`config.mk`:
```
export PLATFORM = sky130hd
export DESIGN_NAME = fifo_wr_arbiter
export DESIGN_NICKNAME = d
export VERILOG_FILES = /design/src/rtl/fifo_wr_arbiter.sv
export SDC_FILE = /design/constraint.sdc
export NUM_CORES = 1
export LEC_CHECK = 0
export BUFFER_PORTS_ARGS = -buffer_cell sky130_fd_sc_hd__buf_4
export CELL_PAD_IN_SITES_DETAIL_PLACEMENT = 0
export CELL_PAD_IN_SITES_GLOBAL_PLACEMENT = 1
export CORE_MARGIN = 2
export CORE_UTILIZATION = 29
export DETAILED_ROUTE_END_ITERATION = 8
export HOLD_SLACK_MARGIN = 0.12
export PLACE_DENSITY_LB_ADDON = 0.1
export SETUP_SLACK_MARGIN = 0.2
export SYNTH_ARGS = -nofsm -noshare
export SYNTH_HDL_FRONTEND = slang
export SYNTH_SLANG_ARGS = --single-unit
```
`constraint.sdc`:
```
create_clock -name clk -period 1.9 [get_ports clk]
set_input_delay 0.285 -clock clk [delete_from_list [all_inputs] [get_ports clk]]
set_output_delay 0.285 -clock clk [all_outputs]
set_load 0.05 [all_outputs]
```
`src/rtl/fifo_wr_arbiter.sv`:
```
// fifo_wr_arbiter: round-robin arbiter that shares one FIFO write port among NUM_REQ producers.
// Define FIFO_WR_ARBITER_STATS_EN to add the saturating stall_cnt output.
module fifo_wr_arbiter #(
    parameter int NUM_REQ   = 4,
    parameter int DATA_W    = 8,
    parameter int MAX_BURST = 4
) (
    input  logic                        clk,
    input  logic                        rst,
    input  logic [NUM_REQ-1:0]          req,
    input  logic [NUM_REQ*DATA_W-1:0]   req_data,
    output logic [NUM_REQ-1:0]          gnt,
    input  logic                        fifo_full,
    output logic                        fifo_wr,
    output logic [DATA_W-1:0]           fifo_wr_data,
    output logic                        busy,
    output logic [$clog2(NUM_REQ)-1:0]  owner
`ifdef FIFO_WR_ARBITER_STATS_EN
    ,
    output logic [15:0]                 stall_cnt
`endif
);

    localparam int OW = $clog2(NUM_REQ);
    localparam int BW = $clog2(MAX_BURST) + 1;

    localparam logic [0:0] IDLE  = 1'b0;
    localparam logic [0:0] BURST = 1'b1;

    logic [0:0]    state_q, state_d;
    logic [OW-1:0] owner_q, owner_d;
    logic [OW-1:0] lastOwner_q, lastOwner_d;
    logic [BW-1:0] beatCnt_q, beatCnt_d;

    logic [OW-1:0] chosen;
    logic [OW-1:0] scanIdx;
    logic          found;
    logic          ownerReq;
    logic          accept;

    // Scan starts just after the previous grantee and wraps, giving round-robin fairness.
    always_comb begin
        chosen  = lastOwner_q;
        found   = 1'b0;
        scanIdx = '0;
        for (int k = 1; k <= NUM_REQ; k++) begin
            scanIdx = OW'((int'(lastOwner_q) + k) % NUM_REQ);
            if (!found && req[scanIdx]) begin
                found  = 1'b1;
                chosen = scanIdx;
            end
        end
    end

    always_comb begin
        ownerReq     = 1'b0;
        fifo_wr_data = req_data[DATA_W-1:0];
        for (int i = 0; i < NUM_REQ; i++) begin
            if (owner_q == OW'(i)) begin
                ownerReq     = req[i];
                fifo_wr_data = req_data[i*DATA_W +: DATA_W];
            end
        end
    end

    assign accept  = (state_q == BURST) && ownerReq && !fifo_full;
    assign fifo_wr = accept;
    assign busy    = (state_q == BURST);
    assign owner   = owner_q;

    always_comb begin
        gnt = '0;
        for (int i = 0; i < NUM_REQ; i++) begin
            gnt[i] = accept && (owner_q == OW'(i));
        end
    end

    // A release takes priority over a full FIFO; a stall simply holds everything.
    always_comb begin
        state_d     = state_q;
        owner_d     = owner_q;
        lastOwner_d = lastOwner_q;
        beatCnt_d   = beatCnt_q;
        case (state_q)
            IDLE: begin
                if (|req) begin
                    state_d   = BURST;
                    owner_d   = chosen;
                    beatCnt_d = '0;
                end
            end
            BURST: begin
                if (!ownerReq) begin
                    state_d     = IDLE;
                    lastOwner_d = owner_q;
                end else if (accept) begin
                    beatCnt_d = beatCnt_q + BW'(1);
                    if (beatCnt_q == BW'(MAX_BURST - 1)) begin
                        state_d     = IDLE;
                        lastOwner_d = owner_q;
                    end
                end
            end
            default: state_d = IDLE;
        endcase
    end

    always_ff @(posedge clk or posedge rst) begin
        if (rst) begin
            state_q     <= IDLE;
            owner_q     <= '0;
            lastOwner_q <= OW'(NUM_REQ - 1);
            beatCnt_q   <= '0;
        end else begin
            state_q     <= state_d;
            owner_q     <= owner_d;
            lastOwner_q <= lastOwner_d;
            beatCnt_q   <= beatCnt_d;
        end
    end

`ifdef FIFO_WR_ARBITER_STATS_EN
    logic [15:0] stallCnt_q;

    always_ff @(posedge clk or posedge rst) begin
        if (rst) begin
            stallCnt_q <= '0;
        end else if (busy && ownerReq && fifo_full && (stallCnt_q != 16'hFFFF)) begin
            stallCnt_q <= stallCnt_q + 16'd1;
        end
    end

    assign stall_cnt = stallCnt_q;
`endif

endmodule

```
Word level (Yosys, flattened, before mapping)
Index checks and enable logic that the tools add are counted.
{"block": "op_classes", "addsub": 5, "magnitude_cmp": 4, "n_eq_ne": 9, "n_mux": 34, "n_bitwise": 1, "reduce_logical": 18}
{"op": "$mux W8", "count": 3}
{"op": "$mux W1", "count": 15}
{"op": "$mux W2", "count": 7}
{"op": "$lt A2 B3 Y1 const B", "count": 4}
{"op": "$logic_and A1 B1 Y1", "count": 9}
{"op": "$mux W3", "count": 3}
{"op": "$bmux W1 S2", "count": 4}
{"op": "$ne A2 B1 Y1 const B", "count": 4}
{"op": "$pmux W3 S2", "count": 1}
{"op": "$reduce_and A3 Y1", "count": 2}
{"op": "$add A2 B1 Y2 const B", "count": 2}
{"op": "$add A2 B2 Y2 const B", "count": 2}
{"op": "$eq A2 B2 Y1 const B", "count": 2}
{"op": "$logic_not A1 Y1", "count": 4}
{"op": "$reduce_or A4 Y1", "count": 1}
{"op": "$add A3 B1 Y3 const B", "count": 1}
{"op": "$eq A3 B2 Y1 const B", "count": 1}
{"op": "$eq A2 B1 Y1 const B", "count": 1}
{"op": "$logic_not A2 Y1", "count": 1}
{"op": "$ne A2 B2 Y1 const B", "count": 1}
{"op": "$pmux W1 S2", "count": 1}
{"op": "$reduce_and A2 Y1", "count": 1}
{"op": "$not A1 Y1", "count": 1}
{"block": "totals", "regBits": 8, "in_bits": 39, "out_inout_bits": 16, "wordCells": 75}

Longest topological paths before layout
Gate-level depths: netlist of run 1.
{"block": "logic_depth", "depth_word": 13, "ltp_mapped": 6, "depth_no_buf": 6}

Worst setup path after synthesis of run 1
No wires, ideal clock.
{"block": "synth_path", "path_kind": "register to output", "from": "register state_q (netlist: busy)", "to": "output gnt[0]", "t_arrival_ns": 2.394, "required_time_ns": 1.615, "setup_slack_ns": -0.779, "path_stages_with_launch": 4, "n_path_buf": 1, "path_cell_list": "dfrtp_1 buf_6 or3b_4 nor3b_1"}
{"block": "synth_via", "elab_chain_len": 3}
{"item": "from (decl)", "line": "30", "text": "logic [0:0] state_q, state_d;"}
{"item": "from (signal assigned)", "line": "115", "text": "state_q <= state_d;"}
{"item": "$logic_and A1 B1 Y1 (2 in a row)", "line": "66", "text": "assign accept = (state_q == BURST) && ownerReq && !fifo_full;"}
{"item": "$logic_and A1 B1 Y1", "line": "74", "text": "gnt[i] = accept && (owner_q == OW'(i));"}
{"item": "to (decl)", "line": "12", "text": "output logic [NUM_REQ-1:0] gnt,"}
Every way passes these cells.

Worst setup path after layout of run 1
{"block": "layout_path", "from": "register owner_q[0] (netlist: owner[0])", "to": "output fifo_wr_data[6]"}
{"block": "layout_via", "elab_chain_len": 4, "word_cells_on_any_way": 6, "classes_between": "eq/ne (3); mux (3)"}
{"item": "from (decl)", "line": "31", "text": "logic [OW-1:0] owner_q, owner_d;"}
{"item": "from (signal assigned)", "line": "116", "text": "owner_q <= owner_d;"}
{"item": "$eq A2 B1 Y1", "line": "59", "text": "if (owner_q == OW'(i)) begin"}
{"item": "$mux W8 (2 in a row)", "line": "59"}
{"item": "$mux W8 (*)", "line": "59"}
{"item": "to (decl)", "line": "15", "text": "output logic [DATA_W-1:0] fifo_wr_data,"}
Every way passes the cells marked *; elsewhere a longest branch is shown, timed or not.

==> results of run 1 <==
layer usage:
metal | track usage, % | routed length (microns)
met2 | 24.8 | 1250
met3 | 2.79 | 136
met4 | 5.57 | 25
met1 | 20.3 | 971
met5 | 0 | 0
synthesized netlist by cell type, types with 2 or more instances:
| cell | count |
|---|---|
| a21boi_0 | 2 |
| a21oi_1 | 2 |
| buf_2 | 2 |
| buf_6 | 2 |
| dfrtp_1 | 6 |
| dfstp_2 | 2 |
| ha_1 | 2 |
| inv_1 | 3 |
| mux2_4 | 3 |
| mux2i_1 | 2 |
| mux4_2 | 8 |
| nand2_1 | 2 |
| nand2b_1 | 4 |
| nor2_1 | 6 |
| nor2b_1 | 3 |
| nor3b_1 | 2 |
| o21ai_0 | 7 |
flip-flops by register name (all words and copies together) (netlist names):
name,cells
busy,1
owner,2
beatCnt_q,3
lastOwner_q,2
report_power, final:
part	switching, mW	leakage (nW)	internal [mW]	total, mW
clock	0.0700	0.0150	0.0807	0.151
combinational	0.996	0.540	0.830	1.83
sequential	0.0794	0.0933	0.272	0.351
total	1.15	0.648	1.18	2.33
stage by stage:
step           util (%)  total power [mW]
2_1_floorplan         -              1.56
3_3_place_gp       49.2              1.88
3_5_place_dp       49.2              1.89
4_1_cts            55.3              2.28
5_1_grt            56.6              2.45
6_report           56.6              2.33
final cells by class:
class                           count  share of cell area, %
Multi-Input combinational cell     54                   40.8
Sequential cell                     8                   14.8
Tap cell                           30                   2.65
Clock buffer                        4                   1.86
Timing Repair Buffer               65                   39.2
Inverter                            3                  0.796
cell families (layout without fill, tap and decap cells):
logic type / count (synthesis) / in the layout
fa+ha+maj: 2 / 2
simple gates: 21 / 21
mux: 15 / 15
buf+inv: 7 / 72
flops: 8 / 8
compound gates: 16 / 16
timing repair:
action | CTS | global route
resized for setup | 15 | 5
buffers inserted | 8 | 1
hold endpoints to repair | 6 | 0
endpoints found under the setup margin | 16 | 13
hold buffers | 1 | 0
pin swaps | 3 | 2
path summary, 6_finish.rpt:
kind                            slack, ns              end
worst min-delay path                 0.44         owner[0]
worst max-delay path                 0.07  fifo_wr_data[6]
max in group asynchronous            1.09   lastOwner_q[1]
worst min register to register       0.50     beatCnt_q[0]
min in group asynchronous            0.51         owner[0]
worst max register to register       0.26   lastOwner_q[0]
worst max-delay path, delay by kind of cell (launching register included):
family / cells / cell delay [ns]
buffers and inverters: 2 / 0.30
muxes: 1 / 0.50
DFF: 1 / 0.46
==> flow_summary.json, run 1 <==
{
  "power_density_mw_per_mm2": 1650,
  "synth_top_area_share_pct": 23.2,
  "post_drt_wl_per_cell_microns": 14.5,
  "clk_path_buf_depth": 2,
  "hpwlAfterDp_microns": 1760,
  "start_util_pct": 31.1,
  "max_slew_margin_pct": 70.3,
  "outcome": "complete, no violations",
  "io_pins": 55,
  "tightest_slew_ns": 0.441,
  "synth_area_sq_um": 777,
  "final_layout_size_suffix_gt1_share_pct": 69.4,
  "skew_ns": 0.0217,
  "core_region_area_sq_mm": 0.00250,
  "final_cell_mix": "buf_4 (49), buf_6 (13), mux4_2 (8), o21ai_0 (7)",
  "routed_wl_microns": 2380,
  "cp_max_fo": 5,
  "synthMuxAreaShare_pct": 34.8,
  "overflow": 0,
  "first_global_vias": 806,
  "synthTopCellsByArea": "mux4_2 (23%), dfrtp_1 (19%), dfstp_2 (6.8%)",
  "ys_ff_latch": 8,
  "avgViaCountPerCell": 5.06,
  "clock-sinks": 8,
  "leakagePower_nw": 0.648,
  "arrival_ns": 1.55,
  "vias": 830,
  "placed_area_sq_mm": 0.00123,
  "hold_path.class": "in2reg",
  "rsz0062_at_grt": "yes",
  "endpoint_kind": "output port",
  "yosys.area_share.adder_pct": 3.22,
  "grt.total_usage_pct": 15.3,
  "cts_tree": "built",
  "yosysWarnings": 0,
  "post-route-period-util_pct": 96.4,
  "slowest_delay_ns": 0.50,
  "hold_viol_final": 0,
  "place_ws_ns": 0.131,
  "synth_simple_gate_area_share_pct": 15.3,
  "yosysUniqueCellTypes": 28,
  "syn_avg_cell_area_sq_um": 11.3,
  "hp-start": "req[2]",
  "cts_root_buf": "clkbuf_4",
  "grt_first_pass_wirelength_microns": 3760,
  "mostFrequentLayoutCell": "buf_4",
  "crit_required_ns": 1.62,
  "placementRows": 18,
  "fin_hold_ws_ns": 0.436,
  "post-place-cells": 150,
  "fmax_mhz": 546,
  "die_h_microns": 55.8,
  "clk_latency_ns": 0.27,
  "multi_input_area_sq_um": 577,
  "cts_buffers": 3,
  "ctsHtreeMaxLevel": 1,
  "drv_slew": 0,
  "num-fill-cells": 227,
  "ir_worst_vdd_v": 0.000883,
  "crit_chain": "buf_8 -> mux4_2 -> buf_6",
  "final-seq-area_sq_um": 209,
  "die_w_microns": 55.8,
  "drc": 0,
  "critPathSlowestCell": "mux4_2",
  "ys_seq_area_share_pct": 26.1,
  "final.setup.tns_ns": 0,
  "diodes": 0,
  "area_growth_pct": 82.1,
  "instances_no_fill": 164,
  "hold_depth": 4,
  "design_area_sq_mm": 0.00142,
  "fin_nets": 176,
  "synthXorXnorAreaFrac_pct": 0,
  "r2r-start": "owner[0]",
  "synth_top_family_by_area": "multiplexers",
  "critical_path_class": "reg2out",
  "synthCells": 69,
  "path_clk_slew_ns": 0.07,
  "yosys.area.top_type": "mux4_2",
  "die_area_sq_mm": 0.00311,
  "ant_nets": 0,
  "async_reset_ff_share_pct": 100,
  "critPathLaunch": "owner[0]",
  "synth_enable_flop_cells": 0,
  "drv_cap": 0,
  "place.gp.congestion": 0.708,
  "layout_min_cycle_time_ns": 1.83,
  "crit_path_start_kind": "flip-flop",
  "place.port_buffers": 54,
  "postLayoutSetupSlackWorst_ns": 0.0677,
  "synth.net_count": 110,
  "antenna_found_initial": 0,
  "first_iter_violations": 14,
  "ff2ff_path_depth": 5,
  "grt_max_degree": 11,
  "synthFlopType": "dfrtp_1",
  "synth_compound_gate_area_share_pct": 15.0,
  "setup_viol": 0,
  "dr.pass1.iters": 4
}
(Power assumes the default switching activity.)
==> run 2: changes to the inputs <==
Settings changed: SETUP_SLACK_MARGIN 0.2 to not set.
==> run 2 against run 1 <==
  * Utilization down 3.8 points
  * Routed wire length decreased by 6.2%
  * Critical path depth unchanged
  * Via count fell by 3.5%
  * First-iteration DRC count is 57% lower
  * Clock-buffer cell count is the same
  * Die area unchanged
  * Fmax shrank 0.71%
  * Sequential cell count did not move
  * Hold slack improved by 0.027 ns
  * Non-clock buffer count decreased by 2
  * Register-to-register slack better by 0.04 ns
  * Critical path type unchanged
  * Critical endpoint is now fifo_wr_data[7]
  * Largest cell class unchanged
  * Highest routed layer unchanged
==> flow_summary.json, run 2 (synthesis gave the netlist of run 1 again) <==
{
  "drc": 0,
  "pwr-share-clk_pct": 6.7,
  "tightest_slew_ns": 0.446,
  "dr.pass1.iters": 4,
  "critPathLaunch": "owner[0]",
  "crit_buf_inv": 2,
  "ir_worst_vdd_v": 0.000964,
  "num-fill-cells": 243,
  "p_sw_share_pct": 50.7,
  "die_area_sq_mm": 0.00311,
  "die_w_microns": 55.8,
  "io_pins": 55,
  "crit_path_start_kind": "flip-flop",
  "die_h_microns": 55.8,
  "critPathSlowestCell": "mux4_2",
  "post_drt_wl_per_cell_microns": 13.8,
  "grt_first_pass_wirelength_microns": 3420,
  "fin_total_pwr_mw": 2.13,
  "outcome": "complete, no violations",
  "skew_ns": 0.00103,
  "diodes": 0,
  "max_slew_margin_pct": 70.0,
  "ff2ff_path_depth": 5,
  "cp_max_fo": 7,
  "mostFrequentLayoutCell": "buf_4",
  "hp-start": "req[2]",
  "hold_path.class": "in2reg",
  "fmax_mhz": 542,
  "critical_path_class": "reg2out",
  "hold_viol_final": 0,
  "avgViaCountPerCell": 4.94,
  "final_layout_size_suffix_gt1_share_pct": 68.2,
  "antenna_found_initial": 0,
  "cts_root_buf": "clkbuf_4",
  "largest_reg_flops": 3,
  "placementRows": 18,
  "final_cell_mix": "buf_4 (61), mux4_2 (8), o21ai_0 (7)",
  "place.port_buffers": 54,
  "grt.total_usage_pct": 13.7,
  "start_util_pct": 31.1,
  "crit_required_ns": 1.62,
  "ctsHtreeMaxLevel": 1,
  "clk_latency_ns": 0.25,
  "routed_wl_microns": 2240,
  "cp_common_cell": "buf_4",
  "vias": 801,
  "largest_register": "beatCnt_q",
  "area_growth_pct": 69.9,
  "post-route-period-util_pct": 97.1,
  "netSwitchingPower_mw": 1.08,
  "critPathTopFamily": "multiplexers",
  "clock-sinks": 8,
  "hold_depth": 4,
  "arrival_ns": 1.56,
  "first_global_vias": 770,
  "crit_chain": "buf_4 -> mux4_2 -> buf_4",
  "path_clk_slew_ns": 0.06,
  "combinationalPowerShare_pct": 76.6,
  "cts_tree": "built",
  "core_region_area_sq_mm": 0.00250,
  "endpoint_kind": "output port",
  "ant_nets": 0,
  "r2r-start": "owner[0]",
  "setup_viol": 0,
  "hpwlAfterDp_microns": 1790,
  "power.internal_mw": 1.05,
  "fin_hold_ws_ns": 0.463,
  "leakagePower_nw": 0.619,
  "place.gp.congestion": 0.744,
  "rsz0062_at_grt": "no",
  "layout_min_cycle_time_ns": 1.85,
  "multi_input_area_sq_um": 558,
  "overflow": 0,
  "first_iter_violations": 6,
  "drv_cap": 0,
  "worstReg2RegEnd": "lastOwner_q[0]",
  "slowest_delay_ns": 0.50,
  "clk_path_buf_depth": 2,
  "final-seq-area_sq_um": 208,
  "timing.reg2reg.setup_slack_ns": 0.30,
  "power_density_mw_per_mm2": 1620,
  "seq_power_share_pct": 16.7,
  "hold_end": "owner[0]",
  "postLayoutSetupSlackWorst_ns": 0.0547,
  "drv_slew": 0,
  "fin_nets": 174,
  "grt_max_degree": 15,
  "cts_buffers": 3,
  "place_ws_ns": 0.127
}
-- run 2: cell types whose count changed in the layout (fill, tap and decap cells not counted), sizes merged --
cell,before,now
buf,64,62
-- run 2: cell type report --
class / count / area share (%)
multi-input cells: 54 / 42.3
repair buffers: 63 / 36.3
flip-flops and latches: 8 / 15.7
well taps: 30 / 2.84
clock buffers: 4 / 1.99
inverters: 3 / 0.853
-- run 2: tightest hold or removal path: stages --
cell	delay (ns)
buf_4	0.12
nor2_1	0.04
a21oi_1	0.14
a31oi_1	0.09
-- run 2: worst max-delay path by stage --
stage | endpoint | cells after the start
2_1_floorplan | beatCnt_q[1] | 3
3_3_place_gp | fifo_wr | 4
3_5_place_dp | fifo_wr | 4
4_1_cts | fifo_wr | 4
5_1_grt | fifo_wr_data[7] | 3
6_report | fifo_wr_data[7] | 3
-- run 2: per-stage QoR --
stage          utilization, %  setup TNS, ns  cell area [sq um]  cells
5_1_grt                  52.8              0               1320    162
6_report                 52.8              0               1320    162
2_1_floorplan               -        -0.0630                810     69
3_3_place_gp             49.0              0               1220    150
3_5_place_dp             49.0              0               1220    150
4_1_cts                  51.0              0               1270    156
-- run 2: metal layers --
metal | global-route usage (%) | vias to the layer above | share of wire, % | wire, microns
met3 | 2.09 | 2 | 3.8 | 84
met1 | 16.8 | 395 | 42 | 944
met2 | 24.0 | 19 | 53 | 1190
met5 | 0 | - | 0 | 0
met4 | 4.88 | 0 | 0.85 | 19
li1 | - | 385 | - | -
-- run 2: timing repair --
item                       in CTS  in global routing
resized for setup               2                  0
hold endpoints to repair        6                  0
hold buffers                    1                  0
gates cloned                    0                  0
setup endpoints to repair       9                  8
buffers inserted                1                  6
-- run 2: power by group through the flow --
stage               combinational, mW  clock, mW  sequential [mW]
finish                           1.63      0.143            0.357
global route                     1.73      0.156            0.367
CTS                              1.49      0.147            0.420
detailed placement               1.45          0            0.435
global placement                 1.44          0            0.429
floorplan                        1.10          0            0.436
==> run 3: changes to the inputs <==
Settings changed: CORE_UTILIZATION 29 to 30, CTS_BUF_LIST set to sky130_fd_sc_hd__clkbuf_2.
==> run 3 against run 2 <==
  * Final cell count fell by 0.62%
  * Die area down 3.1%
  * Utilization is 0.66 points higher
  * Clock skew increased by 0.0038 ns
  * Hold slack got worse by 0.0018 ns
  * Register-to-register slack hardly changed
  * Total power fell by 2.2%
  * Worst setup slack got worse by 0.012 ns
  * Critical path type unchanged
  * Largest cell class unchanged
==> flow_summary.json, run 3 (synthesis gave the netlist of run 1 again) <==
{
  "outcome": "complete, no violations",
  "drv_cap": 0,
  "crit_required_ns": 1.62,
  "hold_viol_final": 0,
  "mostFrequentLayoutCell": "buf_4",
  "crit_buf_inv": 2,
  "ant_nets": 0,
  "place.gp.congestion": 0.720,
  "max_slew_margin_pct": 67.2,
  "drc": 0,
  "overflow": 0,
  "final.setup.tns_ns": 0,
  "final_layout_size_suffix_gt1_share_pct": 68.7,
  "die_h_microns": 54.9,
  "clk_latency_ns": 0.24,
  "path_depth": 3,
  "endpoint_kind": "output port",
  "cts_root_buf": "clkbuf_2",
  "antenna_found_initial": 0,
  "post-route-period-util_pct": 97.8,
  "die_w_microns": 54.9,
  "timing.reg2reg.setup_slack_ns": 0.29,
  "dr.pass1.iters": 4,
  "grt_first_pass_wirelength_microns": 2930,
  "leakagePower_nw": 0.618,
  "worstReg2RegEnd": "lastOwner_q[0]",
  "first_global_vias": 702,
  "fin_nets": 174,
  "ir_worst_vdd_v": 0.000980,
  "slowest_delay_ns": 0.49,
  "grt_max_degree": 15,
  "clk_path_buf_depth": 2,
  "post-route-util_pct": 53.5,
  "cp_max_fo": 7,
  "largest_register": "beatCnt_q",
  "critical_path_class": "reg2out",
  "power_density_mw_per_mm2": 1590,
  "hpwlAfterDp_microns": 1700,
  "hold_path.class": "in2reg",
  "fin_total_pwr_mw": 2.09,
  "grt.total_usage_pct": 13.5,
  "path_clk_slew_ns": 0.08,
  "crit_chain": "buf_6 -> mux4_2 -> buf_4",
  "avgViaCountPerCell": 4.93,
  "clock-sinks": 8,
  "instances_no_fill": 161,
  "critPathLaunch": "owner[0]",
  "routed_wl_microns": 2220,
  "area_growth_pct": 68.9,
  "r2r-start": "owner[0]",
  "fmax_mhz": 538,
  "start_util_pct": 31.7,
  "core_region_area_sq_mm": 0.00245,
  "die_area_sq_mm": 0.00301,
  "largest_reg_flops": 3,
  "crit_path_start_kind": "flip-flop",
  "setup_viol": 0,
  "tightest_slew_ns": 0.488,
  "multi_input_area_sq_um": 558,
  "skew_ns": 0.00483,
  "num-fill-cells": 230,
  "vias": 794,
  "first_iter_violations": 7,
  "crit_end": "fifo_wr_data[0]",
  "placementRows": 18,
  "cts_tree": "built",
  "critPathSlowestCell": "mux4_2",
  "post-place-cells": 151,
  "cts_buffers": 3,
  "critPathTopFamily": "multiplexers",
  "ctsHtreeMaxLevel": 1,
  "final_cell_mix": "buf_4 (60), mux4_2 (8), o21ai_0 (7)",
  "diodes": 0,
  "post_drt_wl_per_cell_microns": 13.8,
  "place.port_buffers": 54,
  "arrival_ns": 1.57,
  "layout_min_cycle_time_ns": 1.86,
  "drv_slew": 0,
  "io_pins": 55,
  "ff2ff_path_depth": 5,
  "final-seq-area_sq_um": 208
}
-- run 3: cell types whose count changed in the layout (fill, tap and decap cells not counted), sizes merged --
cell	delta
clkbuf	-1
-- run 3: worst min-delay path by stage --
| stage | cells past startpoint | endpoint | slack [ns] | start |
|---|---|---|---|---|
| CTS | 4 | owner[0] | 0.45 | req[0] |
| global route | 4 | owner[0] | 0.50 | req[0] |
| detailed placement | 2 | beatCnt_q[1] | 0.26 | rst |
| floorplan | 1 | beatCnt_q[0] | 0.1 | rst |
| finish | 4 | owner[0] | 0.46 | req[0] |
| global placement | 2 | beatCnt_q[1] | 0.26 | rst |
-- run 3: tightest hold or removal path, cell delays in order --
cell	delay, ns
buf_4	0.12
nor2b_1	0.04
o21ai_0	0.13
a31oi_1	0.09
-- run 3: cell type report --
class / instances / area share (%)
timing repair buffer: 63 / 36.8
multi-input combinational: 54 / 42.5
clock buffer: 3 / 1.14
inverter: 3 / 0.858
tap: 30 / 2.86
sequential: 8 / 15.8
-- run 3: per-layer routing --
layer	track usage [%]	vias up	routed length, microns
met2	24.2	50	976
met4	3.66	0	8
li1	-	389	-
met1	15.4	353	870
met3	4.30	2	365
met5	0	-	0
-- run 3: power breakdown --
part | switching (mW) | leakage [nW] | internal, mW
clock | 0.0607 | 0.0125 | 0.0431
sequential | 0.101 | 0.0943 | 0.269
combinational | 0.906 | 0.511 | 0.707
total | 1.07 | 0.618 | 1.02
-- run 3: per-stage QoR --
step,hold slack [ns],setup WS [ns],cell area [sq um]
floorplan,0.0991,-0.0556,810
global placement,0.260,0.234,1230
detailed placement,0.265,0.229,1230
CTS,0.450,0.00892,1260
global route,0.505,-0.00725,1310
finish,0.461,0.0425,1310
-- run 3: timing repair --
action | in CTS | in global routing
hold buffers | 1 | 0
setup buffers | 0 | 6
endpoints found under the setup margin | 9 | 2
endpoints found under the hold margin | 6 | 0
gates resized for setup | 2 | 1
